===== src/rtl/muldiv_pkg.sv =====
// Shared definitions for the iterative RISC-V M-extension unit:
// funct3 op codes, FSM state encoding and op-class helpers.
package muldiv_pkg;

  localparam logic [2:0] OP_MUL    = 3'd0;
  localparam logic [2:0] OP_MULH   = 3'd1;
  localparam logic [2:0] OP_MULHSU = 3'd2;
  localparam logic [2:0] OP_MULHU  = 3'd3;
  localparam logic [2:0] OP_DIV    = 3'd4;
  localparam logic [2:0] OP_DIVU   = 3'd5;
  localparam logic [2:0] OP_REM    = 3'd6;
  localparam logic [2:0] OP_REMU   = 3'd7;

  typedef enum logic [1:0] {
    ST_IDLE,
    ST_CALC,
    ST_FIXUP,
    ST_DONE
  } state_t;

  function automatic logic is_div(input logic [2:0] op);
    return op[2];
  endfunction

  function automatic logic is_signed_a(input logic [2:0] op);
    return (op == OP_MULH) || (op == OP_MULHSU) || (op == OP_DIV) || (op == OP_REM);
  endfunction

  function automatic logic is_signed_b(input logic [2:0] op);
    return (op == OP_MULH) || (op == OP_DIV) || (op == OP_REM);
  endfunction

endpackage


===== src/rtl/muldiv_iter_core.sv =====
// Unsigned one-bit-per-cycle datapath: shift-add multiply or restoring divide.
// r_hi/r_lo hold the 2*XLEN product, or remainder/quotient when dividing.
module muldiv_iter_core #(
  parameter int XLEN = 32
) (
  input  logic            clk,
  input  logic            rst_n,
  input  logic            i_load,
  input  logic            i_step,
  input  logic            i_isDiv,
  input  logic [XLEN-1:0] i_a,
  input  logic [XLEN-1:0] i_b,
  output logic            o_last,
  output logic [XLEN-1:0] o_hi,
  output logic [XLEN-1:0] o_lo
);

  localparam int CW = $clog2(XLEN + 1);

  logic [CW-1:0]   r_cnt;
  logic [XLEN-1:0] r_hi;
  logic [XLEN-1:0] r_lo;
  logic [XLEN-1:0] r_b;
  logic            r_isDiv;

  logic [XLEN:0]   w_addend;
  logic [XLEN:0]   w_sum;
  logic [XLEN:0]   w_shifted;
  logic            w_geq;
  logic [XLEN-1:0] w_diff;

  // The trial difference only matters when it is non-negative, so XLEN bits suffice.
  always_comb begin
    w_addend  = r_lo[0] ? {1'b0, r_b} : '0;
    w_sum     = {1'b0, r_hi} + w_addend;
    w_shifted = {r_hi, r_lo[XLEN-1]};
    w_geq     = (w_shifted >= {1'b0, r_b});
    w_diff    = w_shifted[XLEN-1:0] - r_b;
  end

  always_ff @(posedge clk or negedge rst_n) begin
    if (!rst_n) begin
      r_cnt   <= '0;
      r_hi    <= '0;
      r_lo    <= '0;
      r_b     <= '0;
      r_isDiv <= 1'b0;
    end else if (i_load) begin
      r_cnt   <= CW'(XLEN);
      r_hi    <= '0;
      r_lo    <= i_a;
      r_b     <= i_b;
      r_isDiv <= i_isDiv;
    end else if (i_step) begin
      r_cnt <= r_cnt - CW'(1);
      if (r_isDiv) begin
        if (w_geq) begin
          r_hi <= w_diff;
          r_lo <= {r_lo[XLEN-2:0], 1'b1};
        end else begin
          r_hi <= w_shifted[XLEN-1:0];
          r_lo <= {r_lo[XLEN-2:0], 1'b0};
        end
      end else begin
        r_hi <= w_sum[XLEN:1];
        r_lo <= {w_sum[0], r_lo[XLEN-1:1]};
      end
    end
  end

  assign o_last = (r_cnt == CW'(1));
  assign o_hi   = r_hi;
  assign o_lo   = r_lo;

endmodule


===== src/rtl/muldiv_unit.sv =====
// Iterative multiply/divide unit: FSM, divide special cases, sign fix-up
// and the result register around the unsigned iteration core.
module muldiv_unit
  import muldiv_pkg::*;
#(
  parameter int XLEN = 32
) (
  input  logic            clk,
  input  logic            rst_n,
  input  logic            Start,
  input  logic [2:0]      Op,
  input  logic [XLEN-1:0] A,
  input  logic [XLEN-1:0] B,
  input  logic            Flush,
  output logic            Ready,
  output logic            Done,
  output logic [XLEN-1:0] Result
);

  localparam logic [XLEN-1:0] MOST_NEG = {1'b1, {(XLEN-1){1'b0}}};

  state_t          r_state;
  logic [2:0]      r_op;
  logic            r_negA;
  logic            r_negB;
  logic            r_special;
  logic [XLEN-1:0] r_specialRes;
  logic [XLEN-1:0] r_result;

  logic            w_negA;
  logic            w_negB;
  logic [XLEN-1:0] w_magA;
  logic [XLEN-1:0] w_magB;
  logic            w_bZero;
  logic            w_ovf;
  logic            w_special;
  logic [XLEN-1:0] w_specialRes;
  logic            w_accept;
  logic            w_last;
  logic [XLEN-1:0] w_hi;
  logic [XLEN-1:0] w_lo;
  logic [2*XLEN-1:0] w_prod;
  logic [XLEN-1:0] w_quot;
  logic [XLEN-1:0] w_rem;
  logic [XLEN-1:0] w_fixRes;

  assign Ready    = (r_state == ST_IDLE) || (r_state == ST_DONE);
  assign Done     = (r_state == ST_DONE);
  assign Result   = r_result;
  assign w_accept = Ready && Start && !Flush;

  // Special divides bypass the core; their answer is parked until FIXUP.
  always_comb begin
    w_negA  = is_signed_a(Op) && A[XLEN-1];
    w_negB  = is_signed_b(Op) && B[XLEN-1];
    w_magA  = w_negA ? -A : A;
    w_magB  = w_negB ? -B : B;
    w_bZero = (B == '0);
    w_ovf   = ((Op == OP_DIV) || (Op == OP_REM)) && (A == MOST_NEG) && (B == '1);
    w_special = is_div(Op) && (w_bZero || w_ovf);
    if (w_bZero) w_specialRes = Op[1] ? A : '1;
    else         w_specialRes = Op[1] ? '0 : A;
  end

  muldiv_iter_core #(
    .XLEN (XLEN)
  ) u_core (
    .clk     (clk),
    .rst_n   (rst_n),
    .i_load  (w_accept && !w_special),
    .i_step  ((r_state == ST_CALC) && !Flush),
    .i_isDiv (is_div(Op)),
    .i_a     (w_magA),
    .i_b     (w_magB),
    .o_last  (w_last),
    .o_hi    (w_hi),
    .o_lo    (w_lo)
  );

  always_comb begin
    w_prod = {w_hi, w_lo};
    if (r_negA ^ r_negB) w_prod = -{w_hi, w_lo};
    w_quot = (r_negA ^ r_negB) ? -w_lo : w_lo;
    w_rem  = r_negA ? -w_hi : w_hi;
    case (r_op)
      OP_MUL:                        w_fixRes = w_prod[XLEN-1:0];
      OP_MULH, OP_MULHSU, OP_MULHU:  w_fixRes = w_prod[2*XLEN-1:XLEN];
      OP_DIV, OP_DIVU:               w_fixRes = w_quot;
      OP_REM, OP_REMU:               w_fixRes = w_rem;
      default:                       w_fixRes = '0;
    endcase
  end

  always_ff @(posedge clk or negedge rst_n) begin
    if (!rst_n) begin
      r_state      <= ST_IDLE;
      r_op         <= '0;
      r_negA       <= 1'b0;
      r_negB       <= 1'b0;
      r_special    <= 1'b0;
      r_specialRes <= '0;
      r_result     <= '0;
    end else if (Flush) begin
      r_state <= ST_IDLE;
    end else begin
      case (r_state)
        ST_IDLE, ST_DONE: begin
          if (Start) begin
            r_op         <= Op;
            r_negA       <= w_negA;
            r_negB       <= w_negB;
            r_special    <= w_special;
            r_specialRes <= w_specialRes;
            r_state      <= w_special ? ST_FIXUP : ST_CALC;
          end else begin
            r_state <= ST_IDLE;
          end
        end
        ST_CALC: begin
          if (w_last) r_state <= ST_FIXUP;
        end
        ST_FIXUP: begin
          r_result <= r_special ? r_specialRes : w_fixRes;
          r_state  <= ST_DONE;
        end
        default: r_state <= ST_IDLE;
      endcase
    end
  end

endmodule


===== config.mk =====
export PLATFORM = sky130hd
export DESIGN_NAME = muldiv_unit
export DESIGN_NICKNAME = d
export VERILOG_FILES = /design/src/rtl/muldiv_pkg.sv /design/src/rtl/muldiv_iter_core.sv /design/src/rtl/muldiv_unit.sv
export SDC_FILE = /design/constraint.sdc
export NUM_CORES = 1
export LEC_CHECK = 0
export BUFFER_PORTS_ARGS = -buffer_cell sky130_fd_sc_hd__clkbuf_2
export CORE_ASPECT_RATIO = 0.8
export CORE_UTILIZATION = 25
export CTS_BUF_LIST = sky130_fd_sc_hd__clkbuf_16
export DETAILED_ROUTE_END_ITERATION = 8
export GPL_TIMING_DRIVEN = 0
export PLACE_DENSITY_LB_ADDON = 0.12
export REMOVE_ABC_BUFFERS = 1
export SYNTH_ARGS = -nofsm -noshare
export SYNTH_HDL_FRONTEND = slang
export SYNTH_SLANG_ARGS = --single-unit

===== constraint.sdc =====
create_clock -name clk -period 5.5 [get_ports clk]
set_input_delay 0.275 -clock clk [delete_from_list [all_inputs] [get_ports clk]]
set_output_delay 0.275 -clock clk [all_outputs]
set_load 0.1 [all_outputs]

==> results.json, run 1 <==
{
  "clkPwrFrac_pct": 9.9,
  "die_h_um": 227,
  "ir_worst_vdd_mv": 0.301,
  "cp-endpoint": "Result[22]",
  "p_int_mw": 5.47,
  "grt_pass1_wl_um": 94700,
  "firstDrtPassIters": 7,
  "clkTransAtPathRegs_ns": 0.08,
  "insertion_delay_ns": 0.50,
  "start_util_pct": 25.3,
  "hpwlAfterDp_um": 46400,
  "cts.path.max_buffers": 2,
  "die_w_um": 283,
  "fin_setup_tns_ns": 0,
  "gr-total-overflow": 0,
  "timing.rr.start": "u_core.o_lo[0]",
  "synth-seq-cells": 175,
  "dp.cells": 2939,
  "layout.cells.non_filler": 2975,
  "utilization_pct": 28.6,
  "regArea_mm2": 0.00438,
  "grt_usage_pct": 19.3,
  "gp_congestion": 0.906,
  "critPathMaxFanout": 31,
  "vias": 15600,
  "hold_slack_ns": 0.0800,
  "synth_ff_type": "dfrtp_1",
  "wl_um": 61500,
  "synth-edff-count": 0,
  "ys_types": 72,
  "final_area_mm2": 0.0179,
  "io-pin-count": 105,
  "ff2ff_path_depth": 11,
  "worst_slew_pin_slew_ns": 1.23,
  "layout_common_cells": "nand2_1 (289), o21ai_0 (261), nor2_1 (175), dfrtp_1 (173), a21oi_1 (162)",
  "worst_slack_ns": 0.752,
  "multiInputGateArea_mm2": 0.0107,
  "min_period_ns": 4.75,
  "cts_tree": "built",
  "crit_start": "u_core.o_lo[0]",
  "rr_endpoint": "Result[22]",
  "cellPowerDensity_mw_per_mm2": 707,
  "layout-drive-gt1-share_pct": 8.91,
  "htreeDepth": 4,
  "pre_cts_ws_ns": 0.0116,
  "rsz0062_at_grt": "false",
  "wl_per_cell_um": 20.7,
  "p_switching_mw": 7.15,
  "ff2ff_setup_slack_ns": 0.75,
  "status": "finished, final reports clean",
  "min_path_type": "in -> reg",
  "row_count": 82,
  "seq_area_frac_synth_pct": 27.7,
  "numCtsBuffers": 17,
  "die_area_mm2": 0.0643,
  "cts_root_buf": "clkbuf_16",
  "swShare_pct": 56.7,
  "p_total_mw": 12.6,
  "final_nets": 2266,
  "timing.fmax_ghz": 0.211,
  "finalMaxSlewViolations": 0,
  "worstSetupEndpointType": "register",
  "core-area_mm2": 0.0626,
  "start_kind": "register",
  "place_area_mm2": 0.0173,
  "grt_max_degree": 97,
  "synthCells": 2124,
  "antenna_found_initial": 0,
  "avgViaCountPerCell": 5.26,
  "drt_iter0_drc": 1074,
  "synthArstFlopShare_pct": 100,
  "cts_sinks": 175,
  "port_buffers": 104,
  "setup_viol": 0,
  "pwr-share-comb_pct": 67.9,
  "area_delta_synth_final_pct": 12.9,
  "cap_violations": 0,
  "arrival_ns": 5.14,
  "ys_warn_count": 0,
  "worstSetupPathType": "reg -> reg",
  "maxSlewHeadroom_pct": 17.1,
  "p_leak_nw": 7.50,
  "hold_violations": 0,
  "power_frac_seq_pct": 22.2,
  "drcViolationCount": 0,
  "synthesis.area_mm2": 0.0158,
  "final_common_cell": "nand2_1",
  "clock_skew_ns": 0.0203,
  "postCtsSetupBuffers": 0,
  "ant_nets": 0,
  "period_share_pct": 86.3,
  "n_fill_cell": 6881,
  "synth_area_per_cell_um2": 7.45,
  "grt_pass1_vias": 14800,
  "required_ns": 5.89
}
[flip-flops by register name (all words and copies together) (netlist names), 2 cells and up]
signal and flops:
u_core.o_lo 32, u_core.r_b 32, Result 32, r_op 3, u_core.r_cnt 6, r_state 2, u_core.o_hi 32, r_specialRes 32
[per-layer routing]
layer	vias up	wire length (um)	global-route usage (%)
li1	7585	-	-
met1	7664	31800	28.7
met2	348	26600	29.3
met3	38	2430	2.63
met4	0	651	4.15
met5	-	0	0
[cell type report]
type / instances / area share (%)
clock buffer: 17 / 2.38
tap: 840 / 5.88
inverter: 67 / 1.43
clock inverter: 15 / 0.749
timing repair buffer: 124 / 4.98
multi-input combinational: 1734 / 60.0
antenna: 3 / 0.0420
sequential: 175 / 24.5
[critical path, cell delays in order, from the launching register on]
cell	delay (ns)
dfrtp_1	0.51
clkinvlp_4	0.48
ha_1	0.27
nor3b_1	0.37
nand3b_1	0.39
o41ai_4	0.89
nand2_1	0.36
a21oi_1	0.27
xnor2_1	0.14
a221oi_1	0.48
o21ai_0	0.15
mux2_2	0.31
[logic make-up (layout without fill, tap and decap cells)]
group | count (synthesis) | after routing | synth area share (%)
and+or+nand+nor | 737 | 737 | 21.5
AOI/OAI and AO/OA | 686 | 686 | 26.1
buffers and inverters | 215 | 223 | 5.23
xor gates and xnor gates | 191 | 191 | 10.6
DFF | 175 | 175 | 27.7
adders and majority gates | 76 | 76 | 6.10
muxes | 44 | 44 | 2.82
other | 0 | 3 | 0
[power by group through the flow]
stage / Combinational [mW] / Clock (mW) / Sequential [mW]
floorplan: 5.36 / 0 / 3.27
global placement: 8.39 / 0 / 2.91
detailed placement: 8.49 / 0 / 2.82
CTS: 8.55 / 1.30 / 2.80
global route: 9.43 / 1.33 / 2.90
finish: 8.57 / 1.25 / 2.81
[cell usage after synthesis, types with 4 or more instances]
master	number	area share (%)
a211oi_1	21	1.0
a21boi_0	4	0.19
a21o_1	27	1.3
a21oi_1	164	5.2
a221oi_1	13	0.72
a22oi_1	4	0.19
a311oi_1	4	0.22
a31oi_1	17	0.67
and2_1	10	0.40
and3_1	19	0.75
buf_1	7	0.17
buf_2	9	0.28
clkbuf_1	129	3.1
dfrtp_1	175	28
ha_1	74	5.9
inv_1	67	1.6
mux2_2	5	0.36
mux2i_1	39	2.5
nand2_1	289	6.9
nand2b_1	23	0.91
nand3_1	32	1.0
nand3b_1	5	0.24
nand4_1	19	0.75
nor2_1	176	4.2
nor2b_1	18	0.71
nor3_1	63	2.0
nor4_1	23	0.91
o2111ai_1	5	0.28
o211ai_1	53	2.5
o21a_1	8	0.38
o21ai_0	261	8.3
o21ai_1	13	0.41
o21bai_1	10	0.47
o221ai_1	11	0.61
o22ai_1	11	0.43
o31ai_1	20	0.95
o41ai_1	14	0.77
or2_2	7	0.28
or3_1	26	1.0
or4_1	14	0.66
xnor2_1	100	5.5
xor2_1	91	5.0
[timing repair]
action / 4_1_cts / 5_1_grt
hold buffers: 1 / 0
gates resized for setup: 1 / 1
setup endpoints to repair: 1 / 1
hold endpoints to repair: 79 / 0
[worst min path at each step]
stage	start	endpoint	slack, ns	depth (start not counted)
final	A[1]	u_core.o_lo[1]	0.08	3
after global routing	A[1]	u_core.o_lo[1]	0.06	3
after CTS	A[1]	u_core.o_lo[1]	0.03	3
after detailed placement	rst_n	u_core.r_b[5]	0.37	1
after global placement	r_specialRes[18]	r_specialRes[18]	0.46	2
after floorplan	rst_n	Result[0]	-0.02	0
Note: power is estimated with default switching activity, not from simulation.
==> inputs of run 2 (changes only) <==
--- a/config.mk
+++ b/config.mk
@@ -8,11 +8,11 @@
 export BUFFER_PORTS_ARGS = -buffer_cell sky130_fd_sc_hd__clkbuf_2
 export CORE_ASPECT_RATIO = 0.8
 export CORE_UTILIZATION = 25
-export CTS_BUF_LIST = sky130_fd_sc_hd__clkbuf_16
 export DETAILED_ROUTE_END_ITERATION = 8
 export GPL_TIMING_DRIVEN = 0
 export PLACE_DENSITY_LB_ADDON = 0.12
 export REMOVE_ABC_BUFFERS = 1
+export SKIP_LAST_GASP = 1
 export SYNTH_ARGS = -nofsm -noshare
 export SYNTH_HDL_FRONTEND = slang
 export SYNTH_SLANG_ARGS = --single-unit
==> run 2 against run 1 <==
Against the previous run: wire length rose by 0.30%; non-clock buffer count did not move; clock power grew 3%; utilization is essentially flat; via count down 0.19%; combinational power hardly changed; sequential power is essentially flat; critical path type unchanged; critical endpoint unchanged; largest cell class unchanged; highest routed layer unchanged.
==> results.json, run 2 (synthesized netlist as in run 1, its figures left out) <==
{
  "hold_slack_ns": 0.0822,
  "finalMaxSlewViolations": 0,
  "slowest_stage": "o41ai_4",
  "min_path_type": "in -> reg",
  "multiInputGateArea_mm2": 0.0107,
  "utilization_pct": 28.6,
  "start_kind": "register",
  "arrival_ns": 5.14,
  "port_buffers": 104,
  "cellPowerDensity_mw_per_mm2": 708,
  "drcViolationCount": 0,
  "grt_max_degree": 97,
  "cts.path.max_buffers": 2,
  "min_period_ns": 4.75,
  "timing.fmax_ghz": 0.211,
  "vias": 15600,
  "firstDrtPassIters": 8,
  "crit_family": "compound AO/OA/AOI/OAI gates",
  "gp_congestion": 0.906,
  "grt_pass1_wl_um": 94700,
  "slowest_delay_ns": 0.88,
  "drt_iter0_drc": 1114,
  "cts_sinks": 175,
  "worstSetupEndpointType": "register",
  "wl_um": 61600,
  "io-pin-count": 105,
  "start_util_pct": 25.3,
  "die_area_mm2": 0.0643,
  "layout_common_cells": "nand2_1 (289), o21ai_0 (261), nor2_1 (175), dfrtp_1 (173), a21oi_1 (162)",
  "period_share_pct": 86.3,
  "regArea_mm2": 0.00438,
  "core-area_mm2": 0.0626,
  "clock_skew_ns": 0.0169,
  "numCtsBuffers": 17,
  "critPathBufInv": 1,
  "row_count": 82,
  "wl_per_cell_um": 20.7,
  "p_leak_nw": 7.51,
  "cts_root_buf": "clkbuf_16",
  "required_ns": 5.89,
  "n_fill_cell": 6884,
  "grt_pass1_vias": 14800,
  "antenna_found_initial": 0,
  "ir_worst_vdd_mv": 0.303,
  "htreeDepth": 4,
  "hold_violations": 0,
  "setup_viol": 0,
  "cap_violations": 0,
  "final_nets": 2266,
  "grt_usage_pct": 19.3,
  "rsz0062_at_grt": "false",
  "insertion_delay_ns": 0.50,
  "gr-total-overflow": 0,
  "final_common_cell": "nand2_1",
  "clkTransAtPathRegs_ns": 0.08,
  "critPathMaxFanout": 31,
  "postCtsSetupBuffers": 0,
  "maxSlewHeadroom_pct": 12.9,
  "avgViaCountPerCell": 5.25,
  "ant_nets": 0,
  "path_cells": "clkinvlp_4, ha_1, nor3b_1, nand3b_1, o41ai_4, nand2_1, a21oi_1, xnor2_1, a221oi_1, o21ai_0, mux2_2",
  "die_h_um": 227,
  "hpwlAfterDp_um": 46400,
  "layout-drive-gt1-share_pct": 9.05,
  "die_w_um": 283,
  "fin_setup_tns_ns": 0,
  "cts_tree": "built",
  "status": "finished, final reports clean",
  "worstSetupPathType": "reg -> reg",
  "worst_slew_pin_slew_ns": 1.29,
  "area_delta_synth_final_pct": 13.1
}
[run 2: cell count changes in the layout (fill, tap and decap cells not counted), sizes merged]
| cell | delta |
|---|---|
| clkinv | -3 |
| clkbuf | +3 |
| diode | -2 |
[run 2: path summary, 6_finish.rpt]
kind	from	to	slack, ns	cells after the start
setup / recovery	u_core.o_lo[0]	Result[22]	0.75	11
hold / removal	B[1]	u_core.r_b[1]	0.08	3
setup reg to reg	u_core.o_lo[0]	Result[22]	0.75	11
hold reg to reg	r_specialRes[18]	r_specialRes[18]	0.48	2
max in group asynchronous	rst_n	r_specialRes[24]	4.11	3
min in group asynchronous	rst_n	u_core.r_b[6]	0.38	2
[run 2: what timing repair did]
item                                   in CTS  in global routing
endpoints found under the hold margin      79                  0
gates resized for setup                     1                  1
hold buffers                                1                  0
setup endpoints to repair                   1                  1
[run 2: final cells by class]
cell class / instances / share of cell area (%)
multi-input cells: 1734 / 59.9
flip-flops and latches: 175 / 24.5
well taps: 840 / 5.87
repair buffers: 124 / 4.97
clock buffers: 20 / 2.61
inverters: 67 / 1.43
clock inverters: 12 / 0.685
diodes: 1 / 0.0140
[run 2: power breakdown]
part	internal, mW	switching, mW	leakage [nW]
Combinational	2.99	5.59	5.02
Clock	0.670	0.620	0.293
Sequential	1.86	0.950	2.20
[run 2: through the flow]
step | power (mW) | worst slack, ns | area [um^2] | cells
floorplan | 8.63 | -0.889 | 15200 | 1976
global placement | 11.3 | -4.13 | 16800 | 2920
detailed placement | 11.3 | 0.0116 | 17300 | 2939
CTS | 12.7 | 0.386 | 17900 | 2972
global route | 13.7 | 0.434 | 17900 | 2972
finish | 12.7 | 0.754 | 17900 | 2973
[run 2: worst reg2reg max path, stage by stage, from the launching register on]
cell        delay [ns]
dfrtp_1           0.51
clkinvlp_4        0.48
ha_1              0.27
nor3b_1           0.38
nand3b_1          0.39
o41ai_4           0.89
nand2_1           0.38
a21oi_1           0.28
xnor2_1           0.14
a221oi_1          0.47
o21ai_0           0.15
mux2_2            0.31
[run 2: metal layers]
layer / up-vias / wire length (um) / GRT usage [%]
met3: 40 / 2510 / 2.62
met1: 7632 / 31800 / 28.7
met2: 362 / 26600 / 29.4
met4: 0 / 697 / 4.15
li1: 7571 / - / -
met5: - / 0 / 0
==> inputs of run 3 (changes only) <==
--- a/config.mk
+++ b/config.mk
@@ -6,6 +6,8 @@
 export NUM_CORES = 1
 export LEC_CHECK = 0
 export BUFFER_PORTS_ARGS = -buffer_cell sky130_fd_sc_hd__clkbuf_2
+export CELL_PAD_IN_SITES_DETAIL_PLACEMENT = 1
+export CELL_PAD_IN_SITES_GLOBAL_PLACEMENT = 2
 export CORE_ASPECT_RATIO = 0.8
 export CORE_UTILIZATION = 25
 export DETAILED_ROUTE_END_ITERATION = 8
==> run 3 against run 2 <==
Against the previous run: critical path depth is the same; setup slack worse by 0.083 ns; maximum frequency shrank 1.7%; count of clock-buffer cells in the layout shrank 2; non-clock buffer count increased by 1; power rose by 2.1%; die area unchanged; critical path type unchanged.
==> results.json, run 3 (synthesized netlist as in run 1, its figures left out) <==
{
  "drcViolationCount": 0,
  "finalMaxSlewViolations": 0,
  "arrival_ns": 5.22,
  "rsz0062_at_grt": "false",
  "rr_endpoint": "Result[22]",
  "start_util_pct": 25.3,
  "worstSetupPathType": "reg -> reg",
  "ant_nets": 0,
  "vias": 15800,
  "min_from": "B[1]",
  "grt_usage_pct": 20.9,
  "ff2ff_path_depth": 11,
  "area_delta_synth_final_pct": 13.5,
  "timing.fmax_ghz": 0.207,
  "grt_max_degree": 90,
  "place_area_mm2": 0.0173,
  "required_ns": 5.89,
  "firstDrtPassIters": 5,
  "timing.rr.start": "u_core.o_lo[0]",
  "slowest_stage": "o41ai_4",
  "postCtsSetupBuffers": 0,
  "ff2ff_setup_slack_ns": 0.67,
  "worstSetupEndpointType": "register",
  "min_path_type": "in -> reg",
  "port_buffers": 104,
  "period_share_pct": 87.8,
  "critPathMaxFanout": 31,
  "cts_root_buf": "clkbuf_16",
  "cap_violations": 0,
  "io-pin-count": 105,
  "layout-drive-gt1-share_pct": 9.05,
  "die_w_um": 283,
  "setup_viol": 0,
  "cts.path.max_buffers": 2,
  "hold_violations": 0,
  "final_area_mm2": 0.0180,
  "wl_um": 66400,
  "start_kind": "register",
  "path_cells": "clkinvlp_4, ha_1, nor3b_1, nand3b_1, o41ai_4, nand2_1, a21oi_1, xnor2_1, a221oi_1, o21ai_0, mux2_2",
  "antenna_found_initial": 2,
  "gr-total-overflow": 0,
  "htreeDepth": 4,
  "cellPowerDensity_mw_per_mm2": 720,
  "status": "finished, final reports clean",
  "worst_slew_pin_slew_ns": 1.34,
  "ir_worst_vdd_mv": 0.371,
  "die_area_mm2": 0.0643,
  "numCtsBuffers": 17,
  "worst_slack_ns": 0.671,
  "gp_congestion": 0.872,
  "pre_cts_ws_ns": -0.0820,
  "die_h_um": 227,
  "layout_common_cells": "nand2_1 (289), o21ai_0 (261), nor2_1 (175), dfrtp_1 (173), a21oi_1 (162)",
  "grt_pass1_vias": 16000,
  "cts_sinks": 175,
  "p_leak_nw": 7.54,
  "min_period_ns": 4.83,
  "final_nets": 2267,
  "utilization_pct": 28.7,
  "grt_pass1_wl_um": 103000,
  "hpwlAfterDp_um": 50400,
  "cts_tree": "built",
  "drt_iter0_drc": 855,
  "row_count": 82,
  "clkTransAtPathRegs_ns": 0.08,
  "avgViaCountPerCell": 5.30,
  "clock_skew_ns": 0.0169,
  "final_common_cell": "nand2_1",
  "core-area_mm2": 0.0626,
  "whs_endpoint": "u_core.r_b[1]",
  "holdPathStages": 3,
  "insertion_delay_ns": 0.50,
  "wl_per_cell_um": 22.3,
  "maxSlewHeadroom_pct": 11.0,
  "slowest_delay_ns": 0.89
}
==> run 3: changes by cell type in the layout (fill, tap and decap cells not counted), moves of 2 or more <==
cell	before	now
clkinvlp_4	1	3
clkbuf_8	4	2
buf_8	7	4
buf_12	7	5
clkinv_4	4	2
buf_16	3	6
bufinv_16	1	4
==> run 3: area by class of cell <==
| type | count | area [um^2] |
|---|---|---|
| clock inverters | 14 | 201 |
| clock buffers | 18 | 439 |
| fillers | 7596 | 44600 |
| flip-flops and latches | 175 | 4380 |
| inverters | 67 | 255 |
| multi-input cells | 1734 | 10700 |
| well taps | 840 | 1050 |
| repair buffers | 125 | 905 |
| diodes | 1 | 2.50 |
==> run 3: layer usage <==
metal  global-route usage [%]  up-vias  part of all wire, %
li1                         -     7564                    -
met1                     31.1     7921                   52
met2                     31.7      256                   43
met3                     2.90       32                  3.7
met4                     4.90        0                  1.2
met5                        0        -                    0
==> run 3: how the worst max path moves through the flow <==
stage	startpoint	endpoint	slack [ns]	cells past startpoint
after global placement	r_state[0]	u_core.o_hi[31]	-4.26	6
after CTS	u_core.o_lo[0]	Result[22]	0.26	11
after detailed placement	u_core.o_lo[0]	Result[22]	-0.08	11
after floorplan	r_state[0]	u_core.o_hi[31]	-0.89	6
final	u_core.o_lo[0]	Result[22]	0.67	11
after global routing	u_core.o_lo[0]	u_core.o_hi[29]	0.24	13
==> run 3: report_power, final <==
part           switching (mW)  total [mW]  internal [mW]
logic                    5.68        8.69           3.01
registers               0.970        2.83           1.86
clock network           0.640        1.42          0.780
total                    7.29        12.9           5.64
==> run 3: per-stage QoR <==
step                      instances  power (mW)  TNS, ns  hold slack [ns]
after floorplan                1976        8.63   -26.32          -0.0206
after detailed placement       2939        11.5  -0.0820            0.435
final                          2974        12.9        0           0.0872
after global routing           2973        14.1        0           0.0835
after global placement         2920        11.4  -323.57            0.455
after CTS                      2972        13.0        0           0.0384
==> run 3: timing repair <==
action / 4_1_cts / 5_1_grt
hold buffers: 1 / 0
gates resized for setup: 1 / 1
setup endpoints to repair: 1 / 1
endpoints found under the hold margin: 86 / 0
gates cloned: 0 / 0
==> run 3: worst max-delay path, delay by kind of cell (launching register included) <==
kind | cells | cell delay (ns)
compound gates | 4 | 2.04
xor+xnor | 1 | 0.14
fa+ha+maj | 1 | 0.27
buf+inv | 1 | 0.48
flops | 1 | 0.51
mux | 1 | 0.31
simple gates | 3 | 0.96
